===== src/rtl/ahb_resp_mux.sv =====
// rtl/ahb_resp_mux.sv - AHB read-data/response mux with built-in default (ERROR) slave
// Slave select is captured in the address phase; outputs follow the data phase.
module ahb_resp_mux #(
  parameter int NUM_SLAVES = 4,
  parameter int DATA_WIDTH = 32,
  parameter int SEL_WIDTH  = 2
) (
  input  logic                             hClk,
  input  logic                             hReset,
  input  logic [SEL_WIDTH-1:0]             hSel,
  input  logic                             hSelValid,
  input  logic [1:0]                       hTrans,
  input  logic [NUM_SLAVES*DATA_WIDTH-1:0] hRdataAll,
  input  logic [NUM_SLAVES-1:0]            hReadyoutAll,
  input  logic [NUM_SLAVES-1:0]            hRespAll,
  output logic [DATA_WIDTH-1:0]            hRdata,
  output logic                             hReadyout,
  output logic                             hResp,
  output logic [SEL_WIDTH-1:0]             dataSel
);

  typedef enum logic [1:0] {
    DEF_OK   = 2'd0,
    DEF_ERR1 = 2'd1,
    DEF_ERR2 = 2'd2
  } def_state_e;

  logic [SEL_WIDTH-1:0]  sel_q, sel_d;
  logic                  valid_q, valid_d;
  logic                  active_q, active_d;
  def_state_e            state_q, state_d;

  logic [DATA_WIDTH-1:0] rdata_mux;
  logic                  ready_mux;
  logic                  resp_mux;
  logic                  unused_trans0;

  // Only HTRANS[1] distinguishes active (NONSEQ/SEQ) from IDLE/BUSY.
  assign unused_trans0 = hTrans[0];
  assign dataSel       = sel_q;

  // Loop compare instead of a direct index keeps out-of-range selects from reading X.
  always_comb begin
    rdata_mux = '0;
    ready_mux = 1'b1;
    resp_mux  = 1'b0;
    for (int i = 0; i < NUM_SLAVES; i++) begin
      if (sel_q == SEL_WIDTH'(i)) begin
        rdata_mux = hRdataAll[i*DATA_WIDTH +: DATA_WIDTH];
        ready_mux = hReadyoutAll[i];
        resp_mux  = hRespAll[i];
      end
    end
  end

  always_comb begin
    hRdata    = '0;
    hReadyout = 1'b1;
    hResp     = 1'b0;
    if (valid_q) begin
      hRdata    = rdata_mux;
      hReadyout = ready_mux;
      hResp     = resp_mux;
    end else if (active_q) begin
      case (state_q)
        DEF_ERR1: begin
          hReadyout = 1'b0;
          hResp     = 1'b1;
        end
        DEF_ERR2: begin
          hReadyout = 1'b1;
          hResp     = 1'b1;
        end
        default: begin
          hReadyout = 1'b1;
          hResp     = 1'b0;
        end
      endcase
    end
  end

  always_comb begin
    sel_d    = sel_q;
    valid_d  = valid_q;
    active_d = active_q;
    state_d  = state_q;
    if (state_q == DEF_ERR1) begin
      state_d = DEF_ERR2;
    end else if (hReadyout) begin
      sel_d    = hSel;
      valid_d  = hSelValid && (32'(hSel) < 32'(NUM_SLAVES));
      active_d = hTrans[1];
      state_d  = (!valid_d && active_d) ? DEF_ERR1 : DEF_OK;
    end
  end

  always_ff @(posedge hClk or posedge hReset) begin
    if (hReset) begin
      sel_q    <= '0;
      valid_q  <= 1'b0;
      active_q <= 1'b0;
      state_q  <= DEF_OK;
    end else begin
      sel_q    <= sel_d;
      valid_q  <= valid_d;
      active_q <= active_d;
      state_q  <= state_d;
    end
  end

endmodule


===== config.mk =====
export PLATFORM = sky130hd
export DESIGN_NAME = ahb_resp_mux
export DESIGN_NICKNAME = d
export VERILOG_FILES = /design/src/rtl/ahb_resp_mux.sv
export SDC_FILE = /design/constraint.sdc
export NUM_CORES = 1
export LEC_CHECK = 0
export ABC_AREA = 1
export CAP_MARGIN = 10
export CORE_MARGIN = 2
export CORE_UTILIZATION = 28
export CTS_CLUSTER_DIAMETER = 100
export CTS_CLUSTER_SIZE = 20
export DETAILED_ROUTE_END_ITERATION = 10
export PLACE_DENSITY = 0.87
export SETUP_SLACK_MARGIN = 0.02
export SLEW_MARGIN = 20
export SYNTH_ARGS = -nofsm -noshare
export SYNTH_HDL_FRONTEND = slang
export SYNTH_SLANG_ARGS = --single-unit

===== constraint.sdc =====
create_clock -name hClk -period 3.75 [get_ports hClk]
set_clock_uncertainty 0.15 [all_clocks]
set_input_delay 0.375 -clock hClk [delete_from_list [all_inputs] [get_ports hClk]]
set_output_delay 0.375 -clock hClk [all_outputs]
set_load 0.005 [all_outputs]

==> results of run 1 <==
cell families (layout without fill, tap and decap cells):
kind of cell / count (synthesis) / in the layout / synth area share (%)
adders and majority gates: 1 / 1 / 0.8763
buffers and inverters: 49 / 214 / 14.02
and+or+nand+nor: 143 / 143 / 44.61
DFF: 6 / 6 / 10.52
AOI/OAI and AO/OA: 69 / 69 / 29.97
power by group through the flow:
stage,clock network (W),registers [W],logic [W]
floorplan,0,0.000129,0.000889
global placement,0,0.000138,0.00162
detailed placement,0,0.000139,0.00166
CTS,0.0000973,0.000139,0.00167
global route,0.000103,0.000142,0.00184
finish,0.0000959,0.000140,0.00166
path summary, 6_finish.rpt:
kind / from / endpoint / slack (ns) / cells past startpoint
worst max-delay path: dataSel[1] / hRdata[24] / 0.51 / 5
worst min-delay path: hReset / valid_q / 0.23 / 2
worst max register to register: dataSel[1] / dataSel[1] / 1.50 / 9
worst min register to register: active_q / active_q / 0.37 / 2
max in group asynchronous: hReset / state_q[0] / 3.02 / 2
min in group hClk: active_q / active_q / 0.37 / 2
cell type report:
cell class,instances,area [um^2],area share [%]
Timing Repair Buffer,182,1809,55.32
Multi-Input combinational cell,213,1077,32.94
Sequential cell,6,150.1,4.591
Inverter,29,108.9,3.328
Tap cell,67,83.83,2.563
Clock buffer,3,41.29,1.262
worst max-delay path: stages, from the launching register on:
cell	delay [ns]
sky130_fd_sc_hd__dfrtp_1	0.73
sky130_fd_sc_hd__nand2_2	0.46
sky130_fd_sc_hd__inv_2	0.47
sky130_fd_sc_hd__nand2_1	0.09
sky130_fd_sc_hd__a21oi_1	0.19
sky130_fd_sc_hd__clkdlybuf4s50_1	0.54
metrics by stage:
step           utilization, %  total power (W)  instance area (um^2)  setup WS (ns)
6_report                67.90         0.001898                  3271         0.5143
5_1_grt                 67.90         0.002082                  3271         0.3322
4_1_cts                 67.90         0.001905                  3271         0.5127
3_5_place_dp            67.04         0.001800                  3229         0.7595
3_3_place_gp            67.04         0.001761                  3229         0.7823
2_1_floorplan               -         0.001019                  1428          2.074
layer usage:
layer,vias to the layer above,share of wire (%),global-route usage [%]
met3,10,8.4,3.439
li1,1242,-,-
met4,0,1.4,7.212
met1,1097,39,29.06
met5,-,0,0
met2,127,51,46.67
synthesized netlist by cell type:
cell / count / area share, %
sky130_fd_sc_hd__a21oi_1: 14 / 4.9
sky130_fd_sc_hd__and3_1: 1 / 0.44
sky130_fd_sc_hd__buf_1: 1 / 0.26
sky130_fd_sc_hd__buf_2: 10 / 3.5
sky130_fd_sc_hd__buf_4: 1 / 0.53
sky130_fd_sc_hd__clkbuf_1: 8 / 2.1
sky130_fd_sc_hd__dfrtp_1: 6 / 11
sky130_fd_sc_hd__ha_1: 1 / 0.88
sky130_fd_sc_hd__inv_1: 26 / 6.8
sky130_fd_sc_hd__inv_2: 3 / 0.79
sky130_fd_sc_hd__nand2_1: 53 / 14
sky130_fd_sc_hd__nand2_2: 3 / 1.3
sky130_fd_sc_hd__nand3_1: 42 / 15
sky130_fd_sc_hd__nand4_1: 1 / 0.44
sky130_fd_sc_hd__nor2_1: 29 / 7.6
sky130_fd_sc_hd__nor2_2: 1 / 0.44
sky130_fd_sc_hd__o211ai_1: 31 / 16
sky130_fd_sc_hd__o21ai_0: 21 / 7.4
sky130_fd_sc_hd__o21ai_1: 1 / 0.35
sky130_fd_sc_hd__o221ai_1: 1 / 0.61
sky130_fd_sc_hd__o22ai_1: 1 / 0.44
sky130_fd_sc_hd__or2_1: 10 / 4.4
sky130_fd_sc_hd__or2_2: 3 / 1.3
sequential cells by signal, summed over array words and instances, names as in the netlist:
signal    cells
state_q       2
active_q      1
valid_q       1
dataSel       2
==> flow_results.xml, run 1 <==
<?xml version="1.0" encoding="UTF-8"?>
<metrics>
  <group name="finish">
    <metric name="antenna_cells" unit="">0</metric>
    <metric name="layout.nets" unit="">579</metric>
    <metric name="layout_cell_share_with_drive_strength_beyond_1" unit="%">4.157</metric>
    <metric name="mostFrequentLayoutCell" unit="">sky130_fd_sc_hd__clkdlybuf4s50_1</metric>
    <metric name="final_cells" unit="">500</metric>
    <metric name="fill_cells" unit="">445</metric>
    <metric name="most-common-layout-cells" unit="">sky130_fd_sc_hd__clkdlybuf4s50_1, sky130_fd_sc_hd__nand2_1, sky130_fd_sc_hd__nand3_1</metric>
    <metric name="area_delta_synth_final" unit="%">129.1</metric>
  </group>
  <group name="clock_tree">
    <metric name="ctsResizeCount" unit="">0</metric>
    <metric name="library_cell_used_as_clock_root_buffer" unit="">sky130_fd_sc_hd__clkbuf_8</metric>
    <metric name="clk_path_buf_depth" unit="">2</metric>
    <metric name="cts_hold_buffers" unit="">0</metric>
    <metric name="cts_inserted_buffers" unit="">3</metric>
    <metric name="cts_post_setup_buffers_inserted" unit="">0</metric>
    <metric name="path_clk_slew" unit="ns">0.04</metric>
    <metric name="clk-insertion-delay-late" unit="ns">0.22</metric>
    <metric name="tritoncts" unit="">yes</metric>
    <metric name="cts.sink_count" unit="">6</metric>
    <metric name="cts.htree.levels" unit="">1</metric>
  </group>
  <group name="critical_path">
    <metric name="critical_path_required" unit="ns">3.22</metric>
    <metric name="critical_path.startpoint_type" unit="">flip-flop</metric>
    <metric name="cp.arrival" unit="ns">2.71</metric>
    <metric name="worst-path-max-fanout" unit="">26</metric>
    <metric name="crit_type" unit="">flip-flop to output port</metric>
    <metric name="critPathCaptureType" unit="">output port</metric>
  </group>
  <group name="timing">
    <metric name="worst_slew_pin_slew" unit="ns">0.6954</metric>
    <metric name="slew_viol_final" unit="">0</metric>
    <metric name="rsz0062_at_grt" unit="">false</metric>
    <metric name="fmaxAchievable" unit="GHz">0.3091</metric>
    <metric name="final_worst_path_cycle_share" unit="%">86.29</metric>
    <metric name="finalHoldViolCount" unit="">0</metric>
    <metric name="hold_slack" unit="ns">0.2344</metric>
    <metric name="timing.max_slew.rel_slack" unit="%">53.59</metric>
    <metric name="totalNegativeSetupSlack" unit="ns">0</metric>
    <metric name="final-setup-viol-count" unit="">0</metric>
    <metric name="post-route-min-period" unit="ns">3.236</metric>
  </group>
  <group name="logic_synthesis">
    <metric name="synthesis.nets" unit="">412</metric>
    <metric name="syn-mean-instance-area" unit="um^2">5.327</metric>
    <metric name="netlist_area" unit="um^2">1428</metric>
    <metric name="synthDistinctLibCells" unit="">23</metric>
    <metric name="synthesis.yosys.warnings" unit="">0</metric>
    <metric name="postSynthRegisterBits" unit="">6</metric>
    <metric name="synth-seq-area-share" unit="%">10.52</metric>
    <metric name="netlist_instances" unit="">268</metric>
  </group>
  <group name="power">
    <metric name="cellLeakagePower" unit="nW">1.373</metric>
    <metric name="peakVddDrop" unit="mV">0.4816</metric>
    <metric name="sequentialPowerShare" unit="%">7.4</metric>
    <metric name="intPower" unit="W">0.0009911</metric>
    <metric name="netSwitchingPower" unit="W">0.0009065</metric>
    <metric name="power.share.switching" unit="%">47.77</metric>
    <metric name="power.density" unit="nW/um^2">580.2</metric>
    <metric name="comb_power_share" unit="%">87.6</metric>
    <metric name="pwr-share-clk" unit="%">5.1</metric>
  </group>
  <group name="routing">
    <metric name="postRouteWirelength" unit="mm">7.415</metric>
    <metric name="drt-vias-per-instance" unit="">4.952</metric>
    <metric name="final_antenna_net_count" unit="">0</metric>
    <metric name="detail_route.iter0.violations" unit="">94</metric>
    <metric name="vias" unit="">2476</metric>
    <metric name="post_drt_wl_per_cell" unit="um">14.83</metric>
    <metric name="detail_route.first_pass.iterations" unit="">4</metric>
    <metric name="drc_errors" unit="">0</metric>
  </group>
  <group name="die">
    <metric name="die-area" unit="um^2">5686</metric>
    <metric name="starting_density_of_the_core" unit="%">29.64</metric>
    <metric name="die_width" unit="um">75.41</metric>
    <metric name="io_pins" unit="">179</metric>
    <metric name="die_h" unit="um">75.41</metric>
    <metric name="design.core.area" unit="um^2">4817</metric>
    <metric name="placement_rows" unit="">25</metric>
  </group>
  <group name="job">
    <metric name="maxCapViolCount" unit="">0</metric>
  </group>
  <group name="grt">
    <metric name="grtUsageTotal" unit="%">24.84</metric>
    <metric name="largest_net_degree_at_the_start_of_global_routing" unit="">27</metric>
    <metric name="number_of_antenna_violations_at_the_first_check_in_global_routing" unit="">0</metric>
    <metric name="grt.overflow.total" unit="">0</metric>
    <metric name="wire_length_of_the_first_global_routing_pass" unit="mm">11.10</metric>
    <metric name="via_count_of_the_first_global_routing_pass" unit="">2437</metric>
  </group>
  <group name="run_status">
    <metric name="outcome" unit="">finished clean</metric>
  </group>
  <group name="placement">
    <metric name="post-dp-hpwl" unit="mm">5.896</metric>
    <metric name="place.gp.congestion" unit="">0.8803</metric>
    <metric name="numPortBuffers" unit="">177</metric>
    <metric name="dpl.cell_count" unit="">497</metric>
  </group>
  <group name="hold_path">
    <metric name="hp-class" unit="">input port to asynchronous set/reset pin</metric>
  </group>
</metrics>
Power figures use the tool's default switching activity.
==> run 2, diff against run 1 <==
- TNS_END_PERCENT: not set -> 50
==> results of run 2 <==
Same layout as run 1: the final DEF is identical, and so are final timing and power.
==> run 3, diff against run 2 <==
- clock period: 3.75 -> 3.8 ns (I/O delays scaled with it)
==> run 3 against run 2 <==
Via count about the same. Global-route usage shrank 0.73 points. Largest power group unchanged. Core utilization up 0.16 points. Worst hold slack worse by 0.010 ns. First-iteration DRC count is 20% higher. Worst setup slack improved by 0.31 ns. Clock power down 2%. Non-clock buffer count up 1. Combinational power about the same. Critical path type unchanged. Cell count up 0.20%.
==> flow_results.xml, run 3 (synthesis gave the netlist of run 1 again) <==
<?xml version="1.0" encoding="UTF-8"?>
<metrics>
  <group name="timing">
    <metric name="finalHoldViolCount" unit="">0</metric>
    <metric name="fmaxAchievable" unit="GHz">0.3362</metric>
    <metric name="final-setup-viol-count" unit="">0</metric>
    <metric name="final_worst_path_cycle_share" unit="%">78.26</metric>
    <metric name="post-route-min-period" unit="ns">2.974</metric>
    <metric name="slew_viol_final" unit="">0</metric>
    <metric name="worst_slew_pin_slew" unit="ns">0.6991</metric>
    <metric name="totalNegativeSetupSlack" unit="ns">0</metric>
    <metric name="timing.max_slew.rel_slack" unit="%">53.34</metric>
    <metric name="rsz0062_at_grt" unit="">false</metric>
  </group>
  <group name="routing">
    <metric name="detail_route.first_pass.iterations" unit="">5</metric>
    <metric name="drt-vias-per-instance" unit="">4.944</metric>
    <metric name="postRouteWirelength" unit="mm">7.275</metric>
    <metric name="drc_errors" unit="">0</metric>
    <metric name="post_drt_wl_per_cell" unit="um">14.52</metric>
    <metric name="vias" unit="">2477</metric>
    <metric name="final_antenna_net_count" unit="">0</metric>
    <metric name="detail_route.iter0.violations" unit="">113</metric>
  </group>
  <group name="grt">
    <metric name="grtUsageTotal" unit="%">24.11</metric>
    <metric name="via_count_of_the_first_global_routing_pass" unit="">2341</metric>
    <metric name="number_of_antenna_violations_at_the_first_check_in_global_routing" unit="">0</metric>
    <metric name="grt.overflow.total" unit="">0</metric>
    <metric name="largest_net_degree_at_the_start_of_global_routing" unit="">27</metric>
    <metric name="wire_length_of_the_first_global_routing_pass" unit="mm">10.77</metric>
  </group>
  <group name="finish">
    <metric name="layout_cell_share_with_drive_strength_beyond_1" unit="%">4.378</metric>
    <metric name="antenna_cells" unit="">0</metric>
    <metric name="fill_cells" unit="">421</metric>
    <metric name="post-route-util" unit="%">68.05</metric>
    <metric name="most-common-layout-cells" unit="">sky130_fd_sc_hd__clkdlybuf4s50_1, sky130_fd_sc_hd__nand2_1, sky130_fd_sc_hd__nand3_1</metric>
    <metric name="final_cell_area" unit="um^2">3278</metric>
    <metric name="layout.nets" unit="">580</metric>
    <metric name="final_cells" unit="">501</metric>
    <metric name="mostFrequentLayoutCell" unit="">sky130_fd_sc_hd__clkdlybuf4s50_1</metric>
    <metric name="area_delta_synth_final" unit="%">129.6</metric>
  </group>
  <group name="placement">
    <metric name="place.gp.congestion" unit="">0.8358</metric>
    <metric name="dpl.cell_count" unit="">498</metric>
    <metric name="numPortBuffers" unit="">177</metric>
    <metric name="post-dp-hpwl" unit="mm">5.828</metric>
    <metric name="detailed_place.area" unit="um^2">3237</metric>
  </group>
  <group name="critical_path">
    <metric name="critical_path_required" unit="ns">3.27</metric>
    <metric name="crit_slowest_cell" unit="">sky130_fd_sc_hd__clkdlybuf4s50_1</metric>
    <metric name="path_cells" unit="">buf_4 &gt; inv_2 &gt; nand2_1 &gt; or2_2 &gt; o211ai_1 &gt; a21oi_1 &gt; clkdlybuf4s50_1</metric>
    <metric name="cp_num_cells" unit="">7</metric>
    <metric name="crit_type" unit="">flip-flop to output port</metric>
    <metric name="endpoint" unit="">hRdata[18]</metric>
    <metric name="critical_path.startpoint_type" unit="">flip-flop</metric>
    <metric name="worstReg2RegStart" unit="">dataSel[1]</metric>
    <metric name="worst-path-max-fanout" unit="">23</metric>
    <metric name="cp.arrival" unit="ns">2.44</metric>
    <metric name="setup.worst_path.start" unit="">dataSel[0]</metric>
    <metric name="critPathCaptureType" unit="">output port</metric>
    <metric name="path_delay_family" unit="">buffers and inverters</metric>
    <metric name="r2r_cells" unit="">9</metric>
    <metric name="ff2ff_setup_slack" unit="ns">1.78</metric>
    <metric name="critical_path.reg2reg.endpoint" unit="">valid_q</metric>
    <metric name="max_stage_delay" unit="ns">0.47</metric>
    <metric name="cp.buffers_inverters" unit="">3</metric>
  </group>
  <group name="die">
    <metric name="die-area" unit="um^2">5686</metric>
    <metric name="placement_rows" unit="">25</metric>
    <metric name="die_width" unit="um">75.41</metric>
    <metric name="starting_density_of_the_core" unit="%">29.64</metric>
    <metric name="design.core.area" unit="um^2">4817</metric>
    <metric name="die_h" unit="um">75.41</metric>
    <metric name="io_pins" unit="">179</metric>
  </group>
  <group name="power">
    <metric name="cellLeakagePower" unit="nW">1.377</metric>
    <metric name="power" unit="W">0.001866</metric>
    <metric name="peakVddDrop" unit="mV">0.3672</metric>
    <metric name="power.density" unit="nW/um^2">569.3</metric>
  </group>
  <group name="clock_tree">
    <metric name="cts_hold_buffers" unit="">0</metric>
    <metric name="cts.sink_count" unit="">6</metric>
    <metric name="clk-insertion-delay-late" unit="ns">0.22</metric>
    <metric name="clk_path_buf_depth" unit="">2</metric>
    <metric name="library_cell_used_as_clock_root_buffer" unit="">sky130_fd_sc_hd__clkbuf_8</metric>
    <metric name="path_clk_slew" unit="ns">0.04</metric>
    <metric name="cts_inserted_buffers" unit="">3</metric>
    <metric name="cts_post_setup_buffers_inserted" unit="">0</metric>
    <metric name="tritoncts" unit="">yes</metric>
    <metric name="ctsResizeCount" unit="">0</metric>
    <metric name="cts.htree.levels" unit="">1</metric>
  </group>
  <group name="hold_path">
    <metric name="hp-class" unit="">input port to asynchronous set/reset pin</metric>
  </group>
  <group name="job">
    <metric name="maxCapViolCount" unit="">0</metric>
  </group>
  <group name="run_status">
    <metric name="outcome" unit="">finished clean</metric>
  </group>
</metrics>
## run 3: cell types whose count changed in the layout (fill, tap and decap cells not counted), sizes merged
cell / delta
buf: +1
## run 3: routing by layer
metal  routed length (um)  global-route usage (%)  up-vias
met5                    0                       0        -
met4                  164                   7.407        0
met3                  713                   4.894       14
met2                 3598                   44.25      131
met1                 2798                   27.97     1091
li1                     -                       -     1241
## run 3: how the worst min path moves through the flow
stage,cells after the start,to,start
2_1_floorplan,1,active_q,hReset
3_5_place_dp,2,state_q[1],state_q[1]
4_1_cts,2,state_q[0],hReset
5_1_grt,2,state_q[0],hReset
3_3_place_gp,2,active_q,active_q
6_report,2,state_q[0],hReset
## run 3: final cells by class
| cell class | instances | area [um^2] | area share [%] |
|---|---|---|---|
| Sequential cell | 6 | 150.1 | 4.580 |
| Multi-Input combinational cell | 213 | 1077 | 32.86 |
| Tap cell | 67 | 83.83 | 2.557 |
| Clock buffer | 3 | 41.29 | 1.260 |
| Inverter | 29 | 108.9 | 3.321 |
| Timing Repair Buffer | 183 | 1817 | 55.42 |
## run 3: power by group
part | switching [W] | total (W) | internal, W
sequential | 0.0000350 | 0.000131 | 0.0000959
clock | 0.0000260 | 0.0000939 | 0.0000679
combinational | 0.000822 | 0.00164 | 0.000820
total | 0.000883 | 0.00187 | 0.000984
## run 3: through the flow
| step | hold slack (ns) | setup slack (ns) |
|---|---|---|
| after floorplan | 0.02096 | 2.119 |
| after global placement | 0.3530 | 1.103 |
| after detailed placement | 0.3676 | 1.029 |
| after CTS | 0.2315 | 0.8071 |
| after global routing | 0.2403 | 0.6741 |
| final | 0.2240 | 0.8260 |
